$ cat config.mk
export PLATFORM = sky130hd
export DESIGN_NAME = keypad_entry
export DESIGN_NICKNAME = d
export VERILOG_FILES = /design/src/rtl/keypad_entry.sv
export SDC_FILE = /design/constraint.sdc
export NUM_CORES = 1
export LEC_CHECK = 0
export ABC_AREA = 1
export CAP_MARGIN = 20
export CORE_ASPECT_RATIO = 1.2
export CORE_MARGIN = 3
export CORE_UTILIZATION = 61
export CTS_BUF_LIST = sky130_fd_sc_hd__clkbuf_4 sky130_fd_sc_hd__clkbuf_8 sky130_fd_sc_hd__clkbuf_16
export DETAILED_ROUTE_END_ITERATION = 6
export GPL_TIMING_DRIVEN = 0
export PLACE_DENSITY = 0.93
export SYNTH_ARGS = -nofsm -noshare
export SYNTH_HDL_FRONTEND = slang
export SYNTH_SLANG_ARGS = --single-unit
$ cat constraint.sdc
create_clock -name clk -period 4.6 [get_ports clk]
set_input_delay 0.92 -clock clk [delete_from_list [all_inputs] [get_ports clk]]
set_output_delay 0.92 -clock clk [all_outputs]
set_load 0.05 [all_outputs]
$ cat src/rtl/keypad_entry.sv
// 4x4 matrix keypad scanner with debounce, key encoding and an 8-character entry buffer.
// Codes follow the seven-segment display table; '*' backspaces, '#' clears.
module keypad_entry #(
   parameter int unsigned SCAN_PERIOD    = 200000,
   parameter int unsigned DEBOUNCE_TICKS = 4
) (
   input  logic       clk,
   input  logic       rst,
   input  logic [3:0] col_in,
   output logic [3:0] row_out,
   input  logic       lock,
   output logic       key_valid,
   output logic [5:0] key_code,
   output logic [5:0] r0,
   output logic [5:0] r1,
   output logic [5:0] r2,
   output logic [5:0] r3,
   output logic [5:0] r4,
   output logic [5:0] r5,
   output logic [5:0] r6,
   output logic [5:0] r7,
   output logic [3:0] count,
   output logic       full
);
   localparam int unsigned CNT_W = $clog2(SCAN_PERIOD);
   localparam int unsigned DEB_W = $clog2(DEBOUNCE_TICKS + 1);
   localparam logic [5:0]  CODE_BKSP = 6'h3E;
   localparam logic [5:0]  CODE_CLR  = 6'h3F;

   typedef enum logic [1:0] {ST_SCAN, ST_DEBOUNCE, ST_HELD} state_e;

   state_e           state_q, state_d;
   logic [3:0]       col_s1_q, col_s2_q;
   logic [CNT_W-1:0] tick_cnt_q;
   logic [1:0]       row_idx_q, row_idx_d;
   logic [1:0]       col_idx_q, col_idx_d;
   logic [DEB_W-1:0] deb_q, deb_d;
   logic [3:0]       row_out_q;
   logic             key_valid_q, key_valid_d;
   logic [5:0]       key_code_q, key_code_d;
   logic [5:0]       buf_q [8];
   logic [5:0]       buf_d [8];
   logic [3:0]       count_q, count_d;

   logic             tick_c, one_low_c, latched_low_c, all_high_c, deb_done_c, emit_c;
   logic [1:0]       low_idx_c;
   logic [DEB_W-1:0] deb_inc_c;
   logic [5:0]       code_c;
   logic [2:0]       bksp_idx_c;

   assign tick_c        = (tick_cnt_q == CNT_W'(SCAN_PERIOD - 1));
   assign latched_low_c = (col_s2_q == ~(4'b0001 << col_idx_q));
   assign all_high_c    = &col_s2_q;
   assign deb_inc_c     = deb_q + DEB_W'(1);
   assign deb_done_c    = (deb_inc_c == DEB_W'(DEBOUNCE_TICKS));
   assign bksp_idx_c    = 3'(count_q - 4'd1);

   // Exactly-one-column-low detection
   always_comb begin
      one_low_c = 1'b1;
      low_idx_c = 2'd0;
      case (col_s2_q)
         4'b1110: low_idx_c = 2'd0;
         4'b1101: low_idx_c = 2'd1;
         4'b1011: low_idx_c = 2'd2;
         4'b0111: low_idx_c = 2'd3;
         default: one_low_c = 1'b0;
      endcase
   end

   always_comb begin
      case ({row_idx_q, col_idx_q})
         4'd0:    code_c = 6'd1;
         4'd1:    code_c = 6'd2;
         4'd2:    code_c = 6'd3;
         4'd3:    code_c = 6'd10;
         4'd4:    code_c = 6'd4;
         4'd5:    code_c = 6'd5;
         4'd6:    code_c = 6'd6;
         4'd7:    code_c = 6'd11;
         4'd8:    code_c = 6'd7;
         4'd9:    code_c = 6'd8;
         4'd10:   code_c = 6'd9;
         4'd11:   code_c = 6'd12;
         4'd12:   code_c = CODE_BKSP;
         4'd13:   code_c = 6'd0;
         4'd14:   code_c = CODE_CLR;
         default: code_c = 6'd13;
      endcase
   end

   always_ff @(posedge clk or negedge rst) begin
      if (!rst) state_q <= ST_SCAN;
      else      state_q <= state_d;
   end

   always_comb begin
      state_d = state_q;
      if (tick_c) begin
         case (state_q)
            ST_SCAN:     if (one_low_c) state_d = ST_DEBOUNCE;
            ST_DEBOUNCE: if (!latched_low_c) state_d = ST_SCAN;
                         else if (deb_done_c) state_d = ST_HELD;
            ST_HELD:     if (all_high_c && deb_done_c) state_d = ST_SCAN;
            default:     state_d = ST_SCAN;
         endcase
      end
   end

   // Scan/debounce counters, key event and buffer update
   always_comb begin
      row_idx_d   = row_idx_q;
      col_idx_d   = col_idx_q;
      deb_d       = deb_q;
      emit_c      = 1'b0;
      key_code_d  = key_code_q;
      buf_d       = buf_q;
      count_d     = count_q;
      if (tick_c) begin
         case (state_q)
            ST_SCAN: begin
               if (one_low_c) begin
                  col_idx_d = low_idx_c;
                  deb_d     = '0;
               end else begin
                  row_idx_d = row_idx_q + 2'd1;
               end
            end
            ST_DEBOUNCE: begin
               if (!latched_low_c) begin
                  row_idx_d = row_idx_q + 2'd1;
               end else if (deb_done_c) begin
                  emit_c = 1'b1;
                  deb_d  = '0;
               end else begin
                  deb_d = deb_inc_c;
               end
            end
            ST_HELD: begin
               if (!all_high_c) begin
                  deb_d = '0;
               end else if (deb_done_c) begin
                  deb_d     = '0;
                  row_idx_d = row_idx_q + 2'd1;
               end else begin
                  deb_d = deb_inc_c;
               end
            end
            default: deb_d = '0;
         endcase
      end
      key_valid_d = emit_c;
      if (emit_c) key_code_d = code_c;
      if (emit_c && !lock) begin
         if (code_c == CODE_CLR) begin
            for (int i = 0; i < 8; i++) buf_d[i] = '0;
            count_d = 4'd0;
         end else if (code_c == CODE_BKSP) begin
            if (count_q != 4'd0) begin
               buf_d[bksp_idx_c] = '0;
               count_d           = count_q - 4'd1;
            end
         end else if (count_q < 4'd8) begin
            buf_d[count_q[2:0]] = code_c;
            count_d             = count_q + 4'd1;
         end
      end
   end

   always_ff @(posedge clk or negedge rst) begin
      if (!rst) begin
         col_s1_q    <= 4'hF;
         col_s2_q    <= 4'hF;
         tick_cnt_q  <= '0;
         row_idx_q   <= 2'd0;
         col_idx_q   <= 2'd0;
         deb_q       <= '0;
         row_out_q   <= 4'b1110;
         key_valid_q <= 1'b0;
         key_code_q  <= 6'd0;
         count_q     <= 4'd0;
         for (int i = 0; i < 8; i++) buf_q[i] <= '0;
      end else begin
         col_s1_q    <= col_in;
         col_s2_q    <= col_s1_q;
         tick_cnt_q  <= tick_c ? '0 : tick_cnt_q + CNT_W'(1);
         row_idx_q   <= row_idx_d;
         col_idx_q   <= col_idx_d;
         deb_q       <= deb_d;
         row_out_q   <= ~(4'b0001 << row_idx_d);
         key_valid_q <= key_valid_d;
         key_code_q  <= key_code_d;
         count_q     <= count_d;
         buf_q       <= buf_d;
      end
   end

   assign row_out   = row_out_q;
   assign key_valid = key_valid_q;
   assign key_code  = key_code_q;
   assign count     = count_q;
   assign full      = (count_q == 4'd8);
   assign r0 = buf_q[0];
   assign r1 = buf_q[1];
   assign r2 = buf_q[2];
   assign r3 = buf_q[3];
   assign r4 = buf_q[4];
   assign r5 = buf_q[5];
   assign r6 = buf_q[6];
   assign r7 = buf_q[7];
endmodule

==> Word level (Yosys, flattened, before mapping) <==
Memories as Yosys holds them, arrays and structs flattened.
Cells that the tools add are included.
{ "totals": {"reg_bits": 98, "latchBits": 0, "ram_bits": 0, "romBits": 96, "input_bits": 7, "out_inout_bits": 64, "elab_cells": 105, "n_memories": 1} }
{ "memory_table": {"columns": ["name", "words", "width", "read_ports", "rd_clocked_by_memory_dff", "write_ports", "line", "text"], "rows": [
  ["(no name shown)", 16, 6, 1, 0, 0, "72", "case ({row_idx_q, col_idx_q})"]
]} }
{ "op_classes": {"addsub": 5, "n_mul": 0, "div_mod_pow": 0, "n_lt_le_gt_ge": 5, "eq_ne": 17, "shifts": 2, "muxes": 36, "n_bitwise": 6, "n_reduce_logical": 14} }
{ "ops": {"columns": ["op", "n"], "rows": [
  ["2-to-1 mux 48 bit", 4],
  ["AND 48 bit", 1],
  ["bitwise mux 48 bit", 1],
  ["inverter 48 bit", 1],
  ["demux 6 bit (select 3 bit)", 2],
  ["adder 18 x 1 -> 18 bit, second input constant", 1],
  ["equality test 18 bit, second input constant", 1],
  ["2-to-1 mux 18 bit", 1],
  ["2-to-1 mux 2 bit", 9],
  ["case mux 2 bit (3 select lines)", 3],
  ["equality test 4 bit, second input constant", 4],
  ["2-to-1 mux 4 bit", 4],
  ["equality test 6 bit, second input constant", 2],
  ["2-to-1 mux 3 bit", 4],
  ["2-to-1 mux 6 bit", 2],
  ["case mux 3 bit (3 select lines)", 1],
  ["AND reduction 3 bit", 3],
  [">= comparator 4 bit, second input constant", 2],
  ["< comparator 4 x 1 -> 1 bit, second input constant", 2],
  ["inverter 3 -> 4 bit", 2],
  ["inverter 4 bit", 2],
  ["AND reduction 4 bit", 2],
  ["left shift 1 x 2 -> 4 bit, first input constant", 2],
  ["inequality test 2 bit, second input constant", 3],
  ["19 further kinds", 26]
]} }

==> Depth between registers and ports, before layout <==
Gate-level depths: netlist of the first run.
{ "depth": {"word_depth": 11, "ltp_mapped": 15, "depth_no_buf": 14} }

==> Worst setup path after synthesis of the first run <==
OpenSTA, ideal clock, no wires.
{ "synth_path": {"path_type": "reg2out", "start": "register count_q[0] (netlist: count[0])", "end": "output port full", "arrival_ps": 1869, "t_required_ps": 3680, "path_slack_ps": 1811, "stages_incl_launch_ff": 7, "n_path_buf": 2, "path_cell_list": "dfrtp_1 > buf_4 > inv_2 > buf_6 > ha_1 > nand2_1 > nor2_1"} }
{ "synth_via": {"elab_chain_len": 1} }
{ "synth_rtl": {"columns": ["item", "line", "text"], "rows": [
  ["start: declaration", "43", "logic [3:0] count_q, count_d;"],
  ["start signal: assignment", "193", "count_q <= count_d;"],
  ["equality test 4 bit", "202", "assign full = (count_q == 4'd8);"],
  ["end: declaration", "23", "output logic full"]
]} }
Every way passes these cells.

==> Worst setup path in the final report of the first run <==
Ends and elaborated chain as after synthesis.

==> flow_metrics.env, run 1 <==
export IMPL_run_status="finished, final reports clean"
export IMPL_grt_overflow_total=0
export IMPL_cts_buffers=9
export IMPL_place_hpwl_mm=10.9
export IMPL_mostFrequentLayoutCells="428 x nand2_1, 89 x nand3_1, 86 x dfrtp_1, 79 x nor2_1, 69 x clkdlybuf4s50_1"
export IMPL_hold_buffers=0
export IMPL_die_w_um=97.1
export IMPL_area_growth_syn_to_layout_pct=19.4
export IMPL_initialDrtViolationCount=431
export IMPL_clockRootBuffer="clkbuf_16"
export IMPL_firstDrtPassIters=6
export IMPL_cts_sinks=97
export IMPL_maxCapViolCount=0
export IMPL_syn_avg_cell_area_um2=6.74
export IMPL_period_needed_ns=3.33
export IMPL_start_kind="register"
export IMPL_fp_row_count=39
export IMPL_port_buffers=70
export IMPL_tightestPinTransition_ns=0.686
export IMPL_grt_pass1_vias=5778
export IMPL_place_ws_ns=1.68
export IMPL_hold_class="register to register"
export IMPL_finalSetupViolations=0
export IMPL_start_util_pct=63.2
export IMPL_path_buf_inv=4
export IMPL_place_area_um2=6960
export IMPL_yosys_register_bits=97
export IMPL_fin_ws_ns=1.27
export IMPL_grt_pass1_wl_mm=26.2
export IMPL_routedWlPerCell_um=13.8
export IMPL_final_common_cell="nand2_1"
export IMPL_grt_setup_unrepaired="false"
export IMPL_grt_max_degree=52
export IMPL_clock_path_buffers=2
export IMPL_finalMaxSlewViolations=0
export IMPL_clk_transition_reported_paths_ns=0.07
export IMPL_finalNonFillerCells=1111
export IMPL_power_uw=1650
export IMPL_ys_seq_area_share_pct=40.2
export IMPL_layout_drive_gt1_share_pct=7.89
export IMPL_wl_mm=15.3
export IMPL_power_density_nw_per_um2=228
export IMPL_final_nets=1007
export IMPL_critical_path_slowest_cell="clkdlybuf4s50_1"
export IMPL_postSynthNetCount=925
export IMPL_htree_num_levels=3
export IMPL_slowest_delay_ns=0.82
export IMPL_cp_end_kind="primary output"
export IMPL_hold_viol=0
export IMPL_crit_required_ns=3.68
export IMPL_fin_crit_sh_pct=72.4
export IMPL_crit_arrival_ns=2.41
export IMPL_vias=6103
export IMPL_grt_use_total_pct=28.3
export IMPL_fillCellCount=750
export IMPL_fmax_ghz=0.300
export IMPL_antenna_found_initial=0
export IMPL_skew_ns=0.0120
export IMPL_clk_latency_ns=0.36
export IMPL_synthCells=901
export IMPL_cts_setup_buffers=0
export IMPL_ant_nets=0
export IMPL_synth_area_um2=6080
export IMPL_ys_warn_count=0
export IMPL_drc=0
export IMPL_critical_path_class="register to primary output"
export IMPL_crit_family="buffers and inverters"
export IMPL_cts_tree="yes"
export IMPL_gp_congestion=1.01
export IMPL_total_leakage_power_uw=0.00388
export IMPL_critPathMaxFanout=10
export IMPL_reg2reg_slack_ns=2.01
export IMPL_slew_headroom_pct=53.9
export IMPL_insertedDiodeCount=0
export IMPL_synth_cell_types=36
export IMPL_cts_resized=0
export IMPL_die_area_um2=11200
export IMPL_core_um2=9610
export IMPL_final_cell_area_um2=7250
export IMPL_ir_worst_vdd_mv=0.223
export IMPL_die_y_um=115
export IMPL_worstPathCellList="buf_4 > inv_2 > buf_6 > ha_1 > nand2_1 > nor2_1 > clkdlybuf4s50_1"
export IMPL_viasPerCell=5.49
export IMPL_num_io_pins=71
export IMPL_numPlacedInstances=1095
export IMPL_hold_ws_ns=0.355
==> kinds of logic (layout without fill, tap and decap cells) <==
logic type / count (synthesis) / after routing / synth area share, %
buf+inv: 101 / 188 / 7.68
flops: 97 / 97 / 40.2
xor+xnor: 11 / 11 / 1.59
fa+ha+maj: 17 / 17 / 3.50
compound gates: 33 / 33 / 2.86
simple gates: 642 / 642 / 44.2
==> registers in the layout, summed over array words and instances, names as in the netlist, 3 cells and up <==
register    cells
col_s1_q        4
col_s2_q        4
count           4
deb_q           3
key_code        5
r0              6
r1              6
r2              6
r3              6
r4              6
r5              6
r6              6
r7              6
row_out         4
tick_cnt_q     18
==> where the power goes <==
part / internal, µW / total [µW] / switching [µW]
logic: 9.75 / 33.1 / 23.4
registers: 859 / 861 / 1.93
clock network: 433 / 760 / 327
total: 1300 / 1650 / 352
==> per-stage QoR <==
step	util [%]	setup TNS (ns)
2_1_floorplan	-	0
5_1_grt	75.4	0
3_5_place_dp	72.4	0
4_1_cts	75.4	0
3_3_place_gp	72.1	-73.64
6_report	75.4	0
==> synth_stat cells (all sizes together) <==
| cell type | instances | area (µm²) |
|---|---|---|
| a31o | 1 | 8.76 |
| a31oi | 1 | 6.26 |
| xnor2 | 2 | 17.5 |
| nor3 | 15 | 75.1 |
| xor2 | 9 | 78.8 |
| nand4 | 8 | 65.1 |
| a21boi | 1 | 7.51 |
| nor4 | 1 | 6.26 |
| dfstp | 11 | 289 |
| a21oi | 9 | 45.0 |
| inv | 68 | 260 |
| nor2 | 82 | 329 |
| o21ai | 20 | 100 |
| nand2 | 437 | 1690 |
| clkbuf | 9 | 33.8 |
| o22ai | 1 | 6.26 |
| nand3 | 92 | 475 |
| dfrtp | 86 | 2150 |
| ha | 17 | 213 |
| or2 | 5 | 31.3 |
| buf | 24 | 173 |
| nand3b | 2 | 15.0 |
==> worst register-to-register path, cell delays in order (launching register included) <==
cell and delay (ns):
dfrtp_1 0.47, inv_1 0.20, ha_1 0.22, inv_1 0.06, nand2_1 0.05, nand3_1 0.06, nand2_1 0.10, buf_4 0.21
nand3_1 0.31, inv_2 0.26, buf_2 0.27, nor2_1 0.10, nand3_1 0.09, nand2_1 0.07
==> final cells by class <==
type / instances / area, µm² / area share [%]
clock buffer: 11 / 240 / 3.31
tap: 123 / 154 / 2.12
timing repair buffer: 71 / 726 / 10.0
sequential: 97 / 2440 / 33.7
clock inverter: 5 / 56.3 / 0.776
inverter: 68 / 260 / 3.59
multi-input combinational: 703 / 3170 / 43.7
buffer: 33 / 206 / 2.85
==> metal layers <==
layer	up-vias	wire length [µm]	GRT usage, %
met5	-	0	0
met4	0	461	12.5
met3	50	1250	4.31
met2	324	7730	50.5
met1	2762	5900	34.2
li1	2967	-	-
==> path summary, 6_finish.rpt <==
| kind | start | to | cells past startpoint |
|---|---|---|---|
| max | count[0] | full | 7 |
| min | col_s1_q[0] | col_s2_q[0] | 0 |
| max reg2reg | col_idx_q[0] | r7[0] | 13 |
| min reg2reg | col_s1_q[0] | col_s2_q[0] | 0 |
| max in group asynchronous | rst | row_out[3] | 2 |
| min in group asynchronous | rst | r6[3] | 1 |
(Power assumes the default switching activity.)
==> run 2, diff against run 1 <==
Settings changed: CORE_UTILIZATION 61 to 51, PLACE_DENSITY 0.93 to 0.84.
Clock period 4.6 ns to 2.7 ns, I/O delays scaled along.
==> run 2 against run 1 <==
Clock power up 96%. Critical path depth unchanged. Die area up 18%. Sequential share of layout area down 0.44 points. Total power up 82%. Non-clock buffer count down 1. Register-to-register slack worse by 1.8 ns. Combinational power up 70%. Clock skew down 0.0052 ns. Wire length down 3.1%. Clock-buffer cell count down 1. Critical path type unchanged. Critical endpoint unchanged. Largest power group is now the clock network.
==> flow_metrics.env, run 2 (same netlist as run 1, synthesis figures left out) <==
export IMPL_clk_transition_reported_paths_ns=0.07
export IMPL_insertedDiodeCount=0
export IMPL_crit_required_ns=2.16
export IMPL_finalMaxSlewViolations=0
export IMPL_final_common_cell="nand2_1"
export IMPL_firstDrtPassIters=6
export IMPL_routedWlPerCell_um=13.0
export IMPL_crit_arrival_ns=2.11
export IMPL_grt_setup_unrepaired="false"
export IMPL_die_area_um2=13300
export IMPL_layout_drive_gt1_share_pct=8.31
export IMPL_hold_viol=0
export IMPL_cts_buffers=9
export IMPL_fmax_ghz=0.377
export IMPL_total_leakage_power_uw=0.00391
export IMPL_swShare_pct=20.4
export IMPL_skew_ns=0.00675
export IMPL_grt_use_total_pct=23.1
export IMPL_cts_sinks=97
export IMPL_fin_crit_sh_pct=98.2
export IMPL_viasPerCell=5.08
export IMPL_pwr_share_clk_pct=49.5
export IMPL_fin_util_pct=63.3
export IMPL_die_w_um=106
export IMPL_tns_ns=0
export IMPL_start_kind="register"
export IMPL_critPathMaxFanout=10
export IMPL_clockRootBuffer="clkbuf_16"
export IMPL_start_util_pct=52.3
export IMPL_power_density_nw_per_um2=410
export IMPL_fin_ws_ns=0.0481
export IMPL_cp_end_kind="primary output"
export IMPL_ant_nets=0
export IMPL_tightestPinTransition_ns=0.629
export IMPL_run_status="finished, final reports clean"
export IMPL_htree_num_levels=3
export IMPL_ir_worst_vdd_mv=0.295
export IMPL_internal_power_uw=2400
export IMPL_cts_setup_buffers=0
export IMPL_hold_class="input pin to async pin"
export IMPL_gp_congestion=0.974
export IMPL_hold_buffers=0
export IMPL_drc=0
export IMPL_top_register="tick_cnt_q"
export IMPL_core_um2=11600
export IMPL_combPwrFrac_pct=1.9
export IMPL_clk_latency_ns=0.35
export IMPL_grt_pass1_wl_mm=25.3
export IMPL_place_ws_ns=0.154
export IMPL_port_buffers=70
export IMPL_cts_tree="yes"
export IMPL_place_hpwl_mm=10.9
export IMPL_vias=5811
export IMPL_area_growth_syn_to_layout_pct=21.0
export IMPL_p_sw_uw=614
export IMPL_mostFrequentLayoutCells="428 x nand2_1, 88 x nand3_1, 85 x dfrtp_1, 79 x nor2_1, 68 x clkdlybuf4s50_1"
export IMPL_final_nets=1006
export IMPL_power_uw=3010
export IMPL_finalNonFillerCells=1144
export IMPL_p_seq_share_pct=48.7
export IMPL_num_io_pins=71
export IMPL_grt_max_degree=51
export IMPL_slew_headroom_pct=57.7
export IMPL_finalSetupViolations=0
export IMPL_numPlacedInstances=1129
export IMPL_die_y_um=126
export IMPL_grt_pass1_vias=5419
export IMPL_wl_mm=14.9
export IMPL_period_needed_ns=2.65
export IMPL_antenna_found_initial=0
export IMPL_largest_register_ffs=18
export IMPL_grt_overflow_total=0
export IMPL_initialDrtViolationCount=334
export IMPL_critical_path_class="register to primary output"
export IMPL_fp_row_count=43
export IMPL_maxCapViolCount=0
export IMPL_clock_path_buffers=2
-- run 2: changes by cell type in the layout (fill, tap and decap cells not counted), sizes merged --
cell,change
clkinvlp,-1
clkdlybuf4s15,+1
bufinv,+2
clkbuf,-2
clkdlybuf4s50,-1
-- run 2: layout make-up --
cell class	count	area (µm²)
repair buffers	71	726
well taps	157	196
inverters	68	260
multi-input cells	703	3170
plain buffers	32	205
flip-flops and latches	97	2440
clock buffers	10	233
fillers	1031	4270
clock inverters	6	116
-- run 2: metrics by stage --
| stage | area, µm² | hold slack [ns] |
|---|---|---|
| final | 7350 | 0.192 |
| after global routing | 7350 | 0.242 |
| after CTS | 7350 | 0.222 |
| after detailed placement | 7000 | 0.347 |
| after global placement | 6970 | 0.346 |
| after floorplan | 6080 | 0.244 |
-- run 2: power by group through the flow --
stage                     Sequential, µW  Combinational [µW]  Clock, µW
after floorplan                     1490                13.9          0
after global placement              1490                53.1          0
after detailed placement            1490                58.8          0
after CTS                           1470                58.8       1510
after global routing                1470                65.3       1580
final                               1470                56.4       1490
-- run 2: layer usage --
metal	up-vias	GRT usage, %	wire length (µm)
met2	173	40.0	7440
li1	2968	-	-
met3	25	2.94	768
met1	2645	29.3	6370
met4	0	8.69	296
met5	-	0	0
-- run 2: repair_timing --
item / 4_1_cts / 5_1_grt
setup endpoints to repair: 1 / 50
hold endpoints to repair: 0 / 0
gates resized for setup: 1 / 7
-- run 2: final timing paths --
path	slack [ns]	from	endpoint	depth (start not counted)
setup / recovery	0.05	count[0]	full	7
hold / removal	0.19	rst	r7[4]	1
setup reg to reg	0.24	col_idx_q[0]	r7[1]	15
hold reg to reg	0.36	col_s1_q[3]	col_s2_q[3]	0
max in group asynchronous	1.79	rst	col_s1_q[3]	2
min in group clk	0.36	col_s1_q[3]	col_s2_q[3]	0
-- run 2: worst max-delay path, cell delays in order, from the launching register on --
cell	delay (ns)
dfrtp_1	0.42
buf_4	0.19
inv_2	0.07
buf_6	0.13
ha_1	0.19
nand2_1	0.08
nor2_1	0.15
clkdlybuf4s15_1	0.52
==> run 3, diff against run 2 <==
Settings changed: CORE_ASPECT_RATIO 1.2 to 0.7, CORE_UTILIZATION 51 to 57, PLACE_DENSITY 0.84 to 0.88.
Clock period 2.7 ns to 2.72 ns, I/O delays scaled along.
==> run 3 against run 2 <==
Global-route usage grew 3.7 points. Combinational power grew 1%. First-iteration DRC count grew to 2.6 times the previous value. Clock-buffer cell count shrank 1. Clock skew grew 0.0010 ns. Highest routed layer unchanged. Sequential share of layout area grew 0.19 points. Total power shrank 0.52%. Wire length grew 6.5%.
==> flow_metrics.env, run 3 (same netlist as run 1, synthesis figures left out) <==
export IMPL_run_status="finished, final reports clean"
export IMPL_routedWlPerCell_um=14.2
export IMPL_slew_headroom_pct=60.9
export IMPL_drc=0
export IMPL_clk_transition_reported_paths_ns=0.07
export IMPL_grt_max_degree=56
export IMPL_layout_drive_gt1_share_pct=8.43
export IMPL_initialDrtViolationCount=854
export IMPL_final_nets=1004
export IMPL_core_um2=10000
export IMPL_fp_row_count=30
export IMPL_grt_overflow_total=0
export IMPL_skew_ns=0.00779
export IMPL_regArea_um2=2440
export IMPL_finalSetupViolations=0
export IMPL_cts_sinks=97
export IMPL_period_needed_ns=2.64
export IMPL_insertedDiodeCount=0
export IMPL_crit_required_ns=2.18
export IMPL_viasPerCell=5.46
export IMPL_numPlacedInstances=1100
export IMPL_fin_ws_ns=0.0806
export IMPL_place_hpwl_mm=11.2
export IMPL_cts_setup_buffers=0
export IMPL_firstDrtPassIters=6
export IMPL_gp_congestion=1.00
export IMPL_fmax_ghz=0.379
export IMPL_grt_use_total_pct=26.8
export IMPL_start_util_pct=60.6
export IMPL_maxCapViolCount=0
export IMPL_hold_class="input pin to async pin"
export IMPL_finalMaxSlewViolations=0
export IMPL_port_buffers=70
export IMPL_grt_setup_unrepaired="false"
export IMPL_place_area_um2=6960
export IMPL_tightestPinTransition_ns=0.581
export IMPL_multi_input_area_um2=3170
export IMPL_grt_pass1_vias=5233
export IMPL_clk_latency_ns=0.35
export IMPL_vias=6082
export IMPL_die_area_um2=12000
export IMPL_largest_register_ffs=18
export IMPL_critPathMaxFanout=10
export IMPL_die_w_um=129
export IMPL_clock_path_buffers=2
export IMPL_finalNonFillerCells=1113
export IMPL_area_growth_syn_to_layout_pct=20.3
export IMPL_grt_pass1_wl_mm=25.8
export IMPL_cts_buffers=9
export IMPL_total_leakage_power_uw=0.00391
export IMPL_num_io_pins=71
export IMPL_fillCellCount=805
export IMPL_top_register="tick_cnt_q"
export IMPL_critical_path_class="register to primary output"
export IMPL_wl_mm=15.8
export IMPL_clockRootBuffer="clkbuf_16"
export IMPL_final_cell_area_um2=7310
export IMPL_htree_num_levels=3
export IMPL_hold_viol=0
export IMPL_place_ws_ns=0.119
export IMPL_ant_nets=0
export IMPL_power_density_nw_per_um2=410
export IMPL_start_kind="register"
export IMPL_die_y_um=92.4
export IMPL_cts_tree="yes"
export IMPL_hold_buffers=0
export IMPL_fin_crit_sh_pct=97.0
export IMPL_crit_arrival_ns=2.10
export IMPL_final_common_cell="nand2_1"
export IMPL_cp_end_kind="primary output"
export IMPL_ir_worst_vdd_mv=0.473
export IMPL_mostFrequentLayoutCells="428 x nand2_1, 88 x nand3_1, 86 x dfrtp_1, 79 x nor2_1, 68 x clkdlybuf4s50_1"
export IMPL_antenna_found_initial=0
## run 3: layer usage
metal | up-vias | share of wire, % | track usage, % | routed length (µm)
met5 | - | 0 | 0 | 0
met4 | 0 | 1.2 | 5.24 | 188
met3 | 21 | 8.6 | 5.76 | 1360
met2 | 318 | 43 | 38.9 | 6810
met1 | 2782 | 47 | 41.1 | 7480
li1 | 2961 | - | - | -
## run 3: worst paths after layout
kind	startpoint	to	slack, ns	cells after the start
max in group asynchronous	rst	row_out[1]	1.85	2
max reg2reg	col_idx_q[1]	r6[5]	0.18	15
min	rst	col_idx_q[1]	0.19	1
max	count[0]	full	0.08	7
min reg2reg	col_s1_q[3]	col_s2_q[3]	0.36	0
min in group clk	col_s1_q[3]	col_s2_q[3]	0.36	0
## run 3: what timing repair did
| action | in CTS | in global routing |
|---|---|---|
| gates resized for setup | 1 | 8 |
| setup endpoints to repair | 1 | 45 |
| gates cloned | 0 | 0 |
| pin swaps | 0 | 0 |
## run 3: critical path, cell delays in order (launching register included)
cell	delay, ns
dfrtp_1	0.42
buf_4	0.20
inv_2	0.07
buf_6	0.13
ha_1	0.18
nand2_1	0.09
nor2_1	0.09
dlygate4sd2_1	0.55
## run 3: where the power goes
group          total, µW  leakage (µW)  internal, µW  switching [µW]
Sequential          1460       0.00129          1450            3.34
Combinational       57.2       0.00245          16.5            40.7
Clock               1490      0.000172           910             575
## run 3: area by class of cell
| class | instances | share of cell area (%) |
|---|---|---|
| well taps | 128 | 2.19 |
| inverters | 68 | 3.56 |
| plain buffers | 30 | 2.72 |
| multi-input cells | 703 | 43.4 |
| flip-flops and latches | 97 | 33.4 |
| repair buffers | 71 | 9.91 |
| clock inverters | 7 | 1.70 |
| clock buffers | 9 | 3.08 |
## run 3: metrics by stage
| step | power, µW | utilization, % | setup TNS [ns] | hold WS, ns |
|---|---|---|---|---|
| global placement | 1540 | 69.2 | -218.35 | 0.346 |
| CTS | 3030 | 72.9 | 0 | 0.209 |
| floorplan | 1500 | - | 0 | 0.248 |
| detailed placement | 1540 | 69.5 | 0 | 0.347 |
| global route | 3080 | 72.9 | 0 | 0.227 |
| finish | 3000 | 72.9 | 0 | 0.186 |
